### src/rtl/mux_scan_ctrl.sv
// mux_scan_ctrl: loads a word onto the data inputs of an external 8:1 mux,
// walks mux_sel across all eight positions and rebuilds the word from the
// sampled mux output. A frame takes 8 SHIFT cycles plus one DONE cycle.
// On DONE the rebuilt word is compared with the loaded word.
module mux_scan_ctrl #(
    parameter bit MSB_FIRST = 1'b0
) (
    input  logic       clk,
    input  logic       rst_n,
    input  logic       load_valid,
    input  logic [7:0] load_data,
    output logic       load_ready,
    output logic [7:0] mux_in,
    output logic [2:0] mux_sel,
    input  logic       mux_y,
    output logic       bit_valid,
    output logic       frame_last,
    output logic       done,
    output logic [7:0] rx_data,
    output logic       match
);

    typedef enum logic [1:0] {
        IDLE  = 2'd0,
        SHIFT = 2'd1,
        DONE  = 2'd2
    } state_t;

    // Scan order endpoints; the select never wraps inside a frame.
    localparam logic [2:0] FIRST_SEL = MSB_FIRST ? 3'd7 : 3'd0;
    localparam logic [2:0] LAST_SEL  = MSB_FIRST ? 3'd0 : 3'd7;

    state_t     state_q, state_d;
    logic [7:0] mux_in_q, mux_in_d;
    logic [2:0] mux_sel_q, mux_sel_d;
    logic [7:0] rx_data_q, rx_data_d;
    logic       load_ready_q, load_ready_d;
    logic       bit_valid_q, bit_valid_d;
    logic       frame_last_q, frame_last_d;
    logic       done_q, done_d;
    logic       match_q, match_d;

    // Next-state and datapath update; status outputs are decoded from the
    // next state so they can be registered alongside it.
    always_comb begin
        state_d   = state_q;
        mux_in_d  = mux_in_q;
        mux_sel_d = mux_sel_q;
        rx_data_d = rx_data_q;

        case (state_q)
            IDLE: begin
                if (load_valid) begin
                    mux_in_d  = load_data;
                    rx_data_d = 8'h00;
                    mux_sel_d = FIRST_SEL;
                    state_d   = SHIFT;
                end
            end
            SHIFT: begin
                rx_data_d[mux_sel_q] = mux_y;
                if (mux_sel_q == LAST_SEL) begin
                    // Select stays on the final index until the next load.
                    state_d = DONE;
                end else if (MSB_FIRST) begin
                    mux_sel_d = mux_sel_q - 3'd1;
                end else begin
                    mux_sel_d = mux_sel_q + 3'd1;
                end
            end
            DONE: begin
                state_d = IDLE;
            end
            default: begin
                state_d = IDLE;
            end
        endcase

        load_ready_d = (state_d == IDLE);
        bit_valid_d  = (state_d == SHIFT);
        frame_last_d = (state_d == SHIFT) && (mux_sel_d == LAST_SEL);
        done_d       = (state_d == DONE);
        match_d      = (state_d == DONE) && (rx_data_d == mux_in_d);
    end

    // State, datapath and registered outputs; reset aborts any frame in flight.
    always_ff @(posedge clk or negedge rst_n) begin
        if (!rst_n) begin
            state_q      <= IDLE;
            mux_in_q     <= 8'h00;
            mux_sel_q    <= 3'd0;
            rx_data_q    <= 8'h00;
            load_ready_q <= 1'b1;
            bit_valid_q  <= 1'b0;
            frame_last_q <= 1'b0;
            done_q       <= 1'b0;
            match_q      <= 1'b0;
        end else begin
            state_q      <= state_d;
            mux_in_q     <= mux_in_d;
            mux_sel_q    <= mux_sel_d;
            rx_data_q    <= rx_data_d;
            load_ready_q <= load_ready_d;
            bit_valid_q  <= bit_valid_d;
            frame_last_q <= frame_last_d;
            done_q       <= done_d;
            match_q      <= match_d;
        end
    end

    assign load_ready = load_ready_q;
    assign mux_in     = mux_in_q;
    assign mux_sel    = mux_sel_q;
    assign bit_valid  = bit_valid_q;
    assign frame_last = frame_last_q;
    assign done       = done_q;
    assign rx_data    = rx_data_q;
    assign match      = match_q;

endmodule

### config.mk
export PLATFORM = sky130hd
export DESIGN_NAME = mux_scan_ctrl
export DESIGN_NICKNAME = d
export VERILOG_FILES = /design/src/rtl/mux_scan_ctrl.sv
export SDC_FILE = /design/constraint.sdc
export NUM_CORES = 1
export LEC_CHECK = 0
export ABC_AREA = 1
export CAP_MARGIN = 40
export CORE_AREA = 2 2 60 62
export DETAILED_ROUTE_END_ITERATION = 12
export DIE_AREA = 0 0 62 64
export PLACE_DENSITY = 0.73
export SYNTH_ARGS = -nofsm -noshare
export SYNTH_HDL_FRONTEND = slang
export SYNTH_SLANG_ARGS = --single-unit
### constraint.sdc
create_clock -name clk -period 1.3 [get_ports clk]
set_input_delay 0.195 -clock clk [delete_from_list [all_inputs] [get_ports clk]]
set_output_delay 0.195 -clock clk [all_outputs]
set_load 0.02 [all_outputs]
# Yosys cells after proc, flatten, opt, wreduce, memory -nomap -nowiden
# Cells that the tools add are included.
[totals] ff_bits=26 input_bits=12 out_inout_bits=24 wordCells=36
[classes] addsub=1 magnitude_cmp=2 eq_ne=6 muxes=13 reduce_logical=5
[op_table] operator="8-bit 2-to-1 mux" n=3
[op_table] operator="8-bit case mux with 2 select lines" n=1
[op_table] operator="8-bit bitwise mux" n=1
[op_table] operator="8-bit == test" n=1
[op_table] operator="3-bit == test (second input constant)" n=2
[op_table] operator="3-bit 2-to-1 mux" n=2
[op_table] operator="3-bit case mux with 2 select lines" n=1
[op_table] operator="2-bit by 1-bit == test with 1-bit output (second input constant)" n=2
[op_table] operator="2-bit logical NOT" n=2
[op_table] operator="3-bit by 4-bit less-than comparator with 1-bit output (second input constant)" n=1
[op_table] operator="2-bit 2-to-1 mux" n=2
[op_table] operator="2-bit case mux with 2 select lines" n=1
[op_table] operator="3-bit by 1-bit adder with 3-bit output (second input constant)" n=1
[op_table] operator="1-bit demux with 3-bit select" n=1
[op_table] operator="3-bit by 1-bit greater-or-equal comparator with 1-bit output (second input constant)" n=1
[op_table] operator="1-bit logical AND" n=3
[op_table] operator="2-bit == test (second input constant)" n=1
[op_table] operator="1-bit 2-to-1 mux" n=1

# Depth between registers and ports, before layout
# Gate-level depths: netlist of the first run.
[depth] ltp_word=8 depth_mapped=11 depth_no_buf=11

# Worst setup path before layout of the first run
# OpenSTA, ideal clock, no wires.
[synth_timing] path_type="register to register" startpoint="reg mux_sel_q[1], in the netlist mux_sel[1]" endpoint="reg match_q, in the netlist match" setup_time_ps=115 arrival_ps=1370 required_time_ps=1185 slack_ps=-185 path_stages_with_launch=10 path_buffers=1 period_less_slack_ps=1485 cell_sequence="dfrtp_1 buf_2 nor2_1 nand2_1 o211ai_1 nand2_1 nand2_1 nand2_1 nand3_1 nor2_1"
[synth_via] elab_chain_len=8 word_cells_on_any_way=13 cone_classes="2 x order compare; 3 x eq/ne; 6 x mux; 2 x reduce/logical"
[synth_lines] element="start, declared" line_no="35" source="logic [2:0] mux_sel_q, mux_sel_d;"
[synth_lines] element="start signal, assigned" line_no="101" source="mux_sel_q <= mux_sel_d;"
[synth_lines] element="3-bit by 4-bit less-than comparator with 1-bit output (implied by the code) / 3-bit by 1-bit greater-or-equal comparator with 1-bit output (equally long branches)" line_no="61" source="rx_data_d[mux_sel_q] = mux_y;"
[synth_lines] element="1-bit logical AND (implied by the code)" line_no="61"
[synth_lines] element="1-bit 2-to-1 mux (implied by the code)" line_no="61"
[synth_lines] element="1-bit demux with 3-bit select *" line_no="61"
[synth_lines] element="8-bit bitwise mux *" line_no="61"
[synth_lines] element="8-bit case mux with 2 select lines *" line_no="51" source="case (state_q)"
[synth_lines] element="named net rx_data_d[1]" line_no="36" source="logic [7:0] rx_data_q, rx_data_d;"
[synth_lines] element="8-bit == test *" line_no="83" source="match_d = (state_d == DONE) && (rx_data_d == mux_in_d);"
[synth_lines] element="1-bit logical AND *" line_no="83"
[synth_lines] element="named net match_d" line_no="41" source="logic match_q, match_d;"
[synth_lines] element="end signal, assigned" line_no="107" source="match_q <= match_d;"
[synth_lines] element="end, declared" line_no="41"
# Mark *: on every way through the listed nets, which the timed path passes. The rest lies on a longest branch.

# Worst setup path after layout of the first run
[layout_timing] startpoint="reg state_q[1]" endpoint="reg match_q, in the netlist match"
[layout_via] elab_chain_len=4 word_cells_on_any_way=10 cone_classes="3 x eq/ne; 5 x mux; 2 x reduce/logical"
[layout_lines] element="start, declared" line_no="33" source="state_t state_q, state_d;"
[layout_lines] element="start signal, assigned" line_no="99" source="state_q <= state_d;"
[layout_lines] element="2-bit by 1-bit == test with 1-bit output / 2-bit logical NOT (equally long branches)" line_no="51"
[layout_lines] element="8-bit case mux with 2 select lines *" line_no="51"
[layout_lines] element="named net rx_data_d[7]" line_no="36"
[layout_lines] element="8-bit == test *" line_no="83"
[layout_lines] element="1-bit logical AND *" line_no="83"
[layout_lines] element="named net match_d" line_no="41"
# Marked as above.

==> results of run 1 <==
-- cells in the mapped netlist, types with 2 or more instances --
| cell | count |
|---|---|
| nand2_1 | 57 |
| nand3_1 | 32 |
| inv_1 | 29 |
| dfrtp_1 | 25 |
| nor2_1 | 8 |
| nand4_1 | 6 |
| o21ai_0 | 5 |
| buf_2 | 4 |
| inv_2 | 4 |
| o21ai_1 | 4 |
| o211ai_1 | 3 |
| buf_6 | 2 |
| nand2_2 | 2 |
| nor2_4 | 2 |
-- worst reg2reg max path, delay by kind of cell, from the launching register on --
kind | cells | cell delay, ns
AND/OR/NAND/NOR | 8 | 0.80
flip-flops | 1 | 0.45
buffers and inverters | 2 | 0.25
-- layout make-up --
cell class	instances	area, µm²
Sequential cell	26	655.6
Clock buffer	4	36.28
Tap cell	46	57.56
Inverter	33	126.4
Multi-Input combinational cell	127	794.5
Fill cell	265	935.9
Timing Repair Buffer	76	678.2
-- layer usage --
layer,GRT usage (%),vias to the layer above
li1,-,762
met1,24.78,721
met2,33.59,36
met3,3.036,6
met4,6.915,0
met5,0,-
-- metrics by stage --
step | worst slack, ns | area [µm²]
after global routing | -0.3588 | 2349
after detailed placement | -0.3854 | 2042
after floorplan | -0.05658 | 1463
after global placement | -0.3644 | 2042
after CTS | -0.1897 | 2203
final | -0.2502 | 2349
-- path summary, 6_finish.rpt --
path	cells past startpoint	slack [ns]	from	endpoint
min reg2reg	2	0.54	mux_in[6]	mux_in[6]
max in group asynchronous	2	0.89	rst_n	load_ready
max reg2reg	10	-0.25	state_q[1]	match
min in group clk	3	0.47	load_data[6]	mux_in[6]
min	2	0.19	rst_n	frame_last
max	10	-0.25	state_q[1]	match
-- cell families (layout without fill, tap and decap cells) --
logic type	after synthesis	after routing	synth area share [%]
adders and majority gates	1	1	0.8778
and+or+nand+nor	110	111	34.86
AOI/OAI and AO/OA	15	15	6.322
buffers and inverters	40	113	12.20
DFF	26	26	45.74
-- registers in the layout (all words and copies together) (netlist names) --
register    count
frame_last      1
done            1
bit_valid       1
mux_in          8
state_q         2
mux_sel         3
load_ready      1
rx_data         8
match           1
-- power by group through the flow --
stage / Sequential (mW) / Clock (mW) / Combinational, mW
2_1_floorplan: 1.80 / 0 / 1.78
3_3_place_gp: 1.51 / 0 / 3.48
3_5_place_dp: 1.52 / 0 / 3.54
4_1_cts: 1.44 / 0.435 / 3.84
5_1_grt: 1.50 / 0.474 / 4.82
6_report: 1.46 / 0.424 / 4.41
-- cells in the final DEF, fill, tap and decap left out, drive strengths merged --
master and count:
nand2 60, buf 43, inv 33, nand3 32, dfrtp 25, clkbuf 14, clkdlybuf4s50 11, nor2 11
o21ai 10, dlygate4sd2 9, nand4 6, o211ai 3, clkdlybuf4s15 3, o22ai 1, a22oi 1, nor4 1
nand3b 1, ha 1, dfstp 1
-- timing repair --
action	in CTS	in global routing
resized for setup	60	55
cloned	0	2
endpoints found under the setup margin	35	29
pin swaps	9	11
hold buffers	0	0
setup buffers	7	4
==> reports/results.tsv, run 1 <==
metric	value	unit
critical path startpoint category	register	
Net Count, Synth	205	
number of placed I/O pins	36	
Layout Skew	0.004446	ns
setup repair after global routing missed its margin	true	
met1 routed wirelength after detailed routing	1690	µm
outcome	finished, violations left	
time the final worst path needs with I/O delays and setup	1.550	ns
number of global-route vias before repair	1448	
total congestion overflow	0	
length of the first detailed-routing pass in iterations	4	
Post-Syn Area	0.001425	mm²
first-pass GRT wire length	6003	µm
switch share	47.03	%
library cells used by synthesis	23	
clock tree buffer depth	2	
Seq pwr share	23.1	%
power share of the combinational group	70.1	%
number of violations of the max-capacitance limit	0	
Power Dens Cells	2678	mW/mm²
number of H-tree levels	1	
top_reg_cell synth	dfrtp_1	
drt wl/cell	12.39	µm
ys async rst share	100.0	%
vias per cell	4.888	
vias post-DR	1525	
estimated wirelength of the detail-placed design	2500	µm
violations in the final reports	setup timing	
highest attainable clock frequency	0.6451	GHz
leading cell types by total area after synthesis	dfrtp_1 44%, nand2_1 15%, nand3_1 11%, inv_1 7.6%, nand4_1 2.6%	
slowest cell on the critical path	dfrtp_1	
clock tree from TritonCTS	done	
final clock period utilization by the worst path	119.2	%
worst vdd rail ir drop	1.438	mV
largest net degree at the start of global routing	27	
kind of critical path	reg2reg	
average cell area after synthesis	7.422	µm²
clock latency on the worst-skew pair	0.33	ns
Final Hold Vio Count	0	
cell-by-cell listing of the critical path	buf_6 > nor2_4 > inv_2 > nand3_2 > nand2_1 > nand2_1 > nand2_1 > nor2_1 > nand3_1 > nor2_1	
fraction of layout cells with a size suffix above 1	41.73	%
initial antenna violation count	0	
Site Rows	21	
maximum net fanout on the critical path	6	
sum of internal, switching and leakage power	6.289	mW
Starting Density	43.39	%
leakage	1.226	nW
Yosys reg bits	26	
Most Frequent Cell on Critical Path	nand2_1	
sequential share of the synthesized area	45.74	%
Final Instance Count excl. Fillers	312	
delay contributed by the slowest stage of the critical path	0.45	ns
GP Congestion	0.8223	
I/O Buffers	35	
length of routed met3 wiring	165	µm
total net switching power	2.958	mW
core utilization of the finished layout	71.50	%
worst slack on hold paths	0.1913	ns
DR WL met2	1965	µm
overall die width	62	µm
Iter 0 DRT Violations	65	
relative area change from synthesis to final layout	64.79	%
post-synth top area share	43.90	%
CTS clk-pin slew, worst paths	0.14	ns
max layer used	met4	
total of warnings raised by yosys	0	
min-delay worst type	in2async	
antenna fix cells	0	
area of the placeable core	0.003284	mm²
Post-synth EDFFs	0	
number of buffers created by CTS	3	
Largest delay share family, worst path	simple AND/OR/NAND/NOR gates	
Crit path buffers/inverters	2	
number of sinks on the clock net	26	
cell-internal power	3.331	mW
gate count after technology mapping	192	
max-slew violation count	0	
number of antenna-violating nets in the routed design	0	
Worst-Margin Slew	0.2614	ns
required time at the endpoint of the critical path	1.58	ns
GR Util All Layers	19.84	%
overall die area	0.003968	mm²
post-route worst setup slack	-0.2502	ns
DRC violations left	0	
Setup violations, final	10	
crit path capture type	register	
signal arrival time at the worst endpoint	1.83	ns
height of the die	64	µm
final wirelength	3865	µm
cell taking the most area after synthesis	dfrtp_1	
setup_tns	-0.8281	ns
Cells after DPL	296	
Max-slew headroom	82.54	%
total number of nets in the final design	280	
master cell of the clock root buffer	clkbuf_4	
clock share of power	6.7	%
Power figures use the tool's default switching activity.
==> run 2: changes to the inputs <==
--- a/config.mk
+++ b/config.mk
@@ -7,10 +7,13 @@
 export LEC_CHECK = 0
 export ABC_AREA = 1
 export CAP_MARGIN = 40
-export CORE_AREA = 2 2 60 62
+export CELL_PAD_IN_SITES_DETAIL_PLACEMENT = 1
+export CELL_PAD_IN_SITES_GLOBAL_PLACEMENT = 2
+export CORE_AREA = 2 2 74 76
 export DETAILED_ROUTE_END_ITERATION = 12
-export DIE_AREA = 0 0 62 64
-export PLACE_DENSITY = 0.73
+export DIE_AREA = 0 0 76 78
+export GPL_TIMING_DRIVEN = 0
+export PLACE_DENSITY = 0.8
 export SYNTH_ARGS = -nofsm -noshare
 export SYNTH_HDL_FRONTEND = slang
 export SYNTH_SLANG_ARGS = --single-unit
==> constraint.sdc (replaced) <==
create_clock -name clk -period 1.9 [get_ports clk]
set_input_delay 0.285 -clock clk [delete_from_list [all_inputs] [get_ports clk]]
set_output_delay 0.285 -clock clk [all_outputs]
set_load 0.02 [all_outputs]
==> run 2 against run 1 <==
  * Highest routed layer unchanged
  * Critical path depth down 9
  * Clock skew down 0.00067 ns
  * Hold slack better by 0.20 ns
  * Final cell count down 3.2%
  * Sequential power down 34%
  * Die area up 49%
  * Global-route usage down 5.9 points
  * Largest cell class is now sequential cells
  * The run now ends clean
  * Clock power up 13%
  * Cell area down 16%
==> reports/results.tsv, run 2 (synthesis gave the netlist of run 1 again) <==
metric	value	unit	change
kind of critical path	reg2out		
beginning of the critical path	load_ready		
core utilization of the finished layout	38.91	%	-33 points
Starting Density	28.26	%	-15 points
max layer used	met4		
vias per cell	4.460		-8.7%
GP Congestion	0.7543		-8.3%
met1 routed wirelength after detailed routing	1856	µm	+9.8%
Worst-Margin Slew	0.6492	ns	+0.3879 ns
leakage	0.9844	nW	-20%
number of violations of the max-capacitance limit	0		unchanged
Power Dens Cells	1840	mW/mm²	-31%
min-delay worst type	in2async		
post-CTS resize count	0		-100%
number of sinks on the clock net	26		unchanged
first-pass GRT wire length	6672	µm	+11%
R2R Setup Slk	0.23	ns	+0.48 ns
delay contributed by the slowest stage of the critical path	0.59	ns	+0.14 ns
length of routed met3 wiring	128	µm	-22%
DRC violations left	0		unchanged
number of buffers created by CTS	3		unchanged
length of the first detailed-routing pass in iterations	4		unchanged
Post-CTS Setup Bufs	0		-7
Cells after DPL	298		+0.68%
Crit path buffers/inverters	1		-1
worst reg2reg path depth	9		-1
maximum net fanout on the critical path	1		-5
time the final worst path needs with I/O delays and setup	1.678	ns	
register area	651.9	µm²	-0.57%
reg-to-reg critical path startpoint	mux_sel[1]		
setup repair after global routing missed its margin	false		
highest attainable clock frequency	0.5960	GHz	
crit path capture type	output pin		
overall die area	0.005928	mm²	+49%
Layout Skew	0.003775	ns	-0.0006716 ns
clock tree buffer depth	2		unchanged
outcome	completed		
Setup violations, final	0		-10
commonest non-fill, non-tap cell in the layout	nand2_1		
Largest delay share family, worst path	buffers and inverters		
total congestion overflow	0		unchanged
signal arrival time at the worst endpoint	1.39	ns	-0.44 ns
top library cells by usage in the layout, fill and taps aside	57 x nand2_1, 35 x clkdlybuf4s50_1, 32 x nand3_1, 29 x inv_1, 25 x dfrtp_1		
CTS clk-pin slew, worst paths	0.10	ns	-0.04 ns
number of H-tree levels	1		unchanged
clock latency on the worst-skew pair	0.28	ns	-0.05 ns
Site Rows	26		+24%
initial antenna violation count	0		unchanged
number of antenna-violating nets in the routed design	0		unchanged
master cell of the clock root buffer	clkbuf_8		
antenna fix cells	0		unchanged
Max-slew headroom	56.58	%	-26 points
worst vdd rail ir drop	0.7196	mV	-50%
endpoint of the worst setup timing path	load_ready		
fraction of layout cells with a size suffix above 1	9.914	%	-32 points
number of global-route vias before repair	1405		-3.0%
estimated wirelength of the detail-placed design	3022	µm	+21%
required time at the endpoint of the critical path	1.62	ns	+0.04 ns
I/O Buffers	35		unchanged
number of buffers inserted for hold repair after clock tree synthesis	0		unchanged
number of placed I/O pins	36		unchanged
final wirelength	3839	µm	-0.67%
max-slew violation count	0		unchanged
final clock period utilization by the worst path	88.31	%	
FF-to-FF End	match		
multi-input logic area	599.3	µm²	-25%
height of the die	78	µm	+22%
number of cells on the critical path	1		-9
setup_tns	0	ns	+0.8281 ns
relative area change from synthesis to final layout	37.66	%	
largest net degree at the start of global routing	16		-41%
worst slack on hold paths	0.3938	ns	+0.2025 ns
Final Hold Vio Count	0		unchanged
Final Instance Count excl. Fillers	302		-3.2%
cell-by-cell listing of the critical path	clkdlybuf4s50_1		
vias post-DR	1347		-12%
GR Util All Layers	13.97	%	-5.9 points
Iter 0 DRT Violations	48		-26%
drt wl/cell	12.71	µm	+2.6%
slowest cell on the critical path	clkdlybuf4s50_1		
DR WL met2	1824	µm	-7.2%
area of the placeable core	0.005042	mm²	+54%
sum of internal, switching and leakage power	3.611	mW	-43%
clock tree from TritonCTS	done		
total number of nets in the final design	246		-12%
overall die width	76	µm	+23%
# fillers	623		+140%
critical path startpoint category	register		
==> run 2: final cells by class <==
cell class	count	area share (%)
Inverter	33	6.314
Timing Repair Buffer	36	19.26
Clock buffer	3	2.105
Sequential cell	26	33.23
Buffer	7	2.551
Clock inverter	1	1.531
Tap cell	70	4.464
Multi-Input combinational cell	126	30.55
==> run 2: through the flow <==
step | worst slack [ns] | cell area (µm²)
global placement | 0.01435 | 1863
global route | 0.04721 | 1962
CTS | 0.1897 | 1962
floorplan | 0.4150 | 1425
finish | 0.2221 | 1962
detailed placement | 0.003084 | 1891
==> run 2: worst min path at each step <==
stage | to | slack [ns] | startpoint
after floorplan | bit_valid | -0.01 | rst_n
after global placement | mux_in[6] | 0.52 | mux_in[6]
after detailed placement | mux_in[6] | 0.51 | mux_in[6]
after CTS | mux_sel[0] | 0.42 | rst_n
after global routing | mux_sel[0] | 0.43 | rst_n
final | mux_sel[0] | 0.39 | rst_n
==> run 2: power breakdown <==
group	leakage [nW]	internal [mW]	switching [mW]	total [mW]
combinational	0.631	0.869	1.30	2.17
sequential	0.318	0.795	0.165	0.961
clock	0.0357	0.282	0.195	0.478
total	0.984	1.95	1.66	3.61
==> run 2: metal layers <==
metal  track usage (%)  vias up
li1                  -      691
met4             2.727        0
met5                 0        -
met2             24.82       22
met1             17.73      630
met3             2.791        4
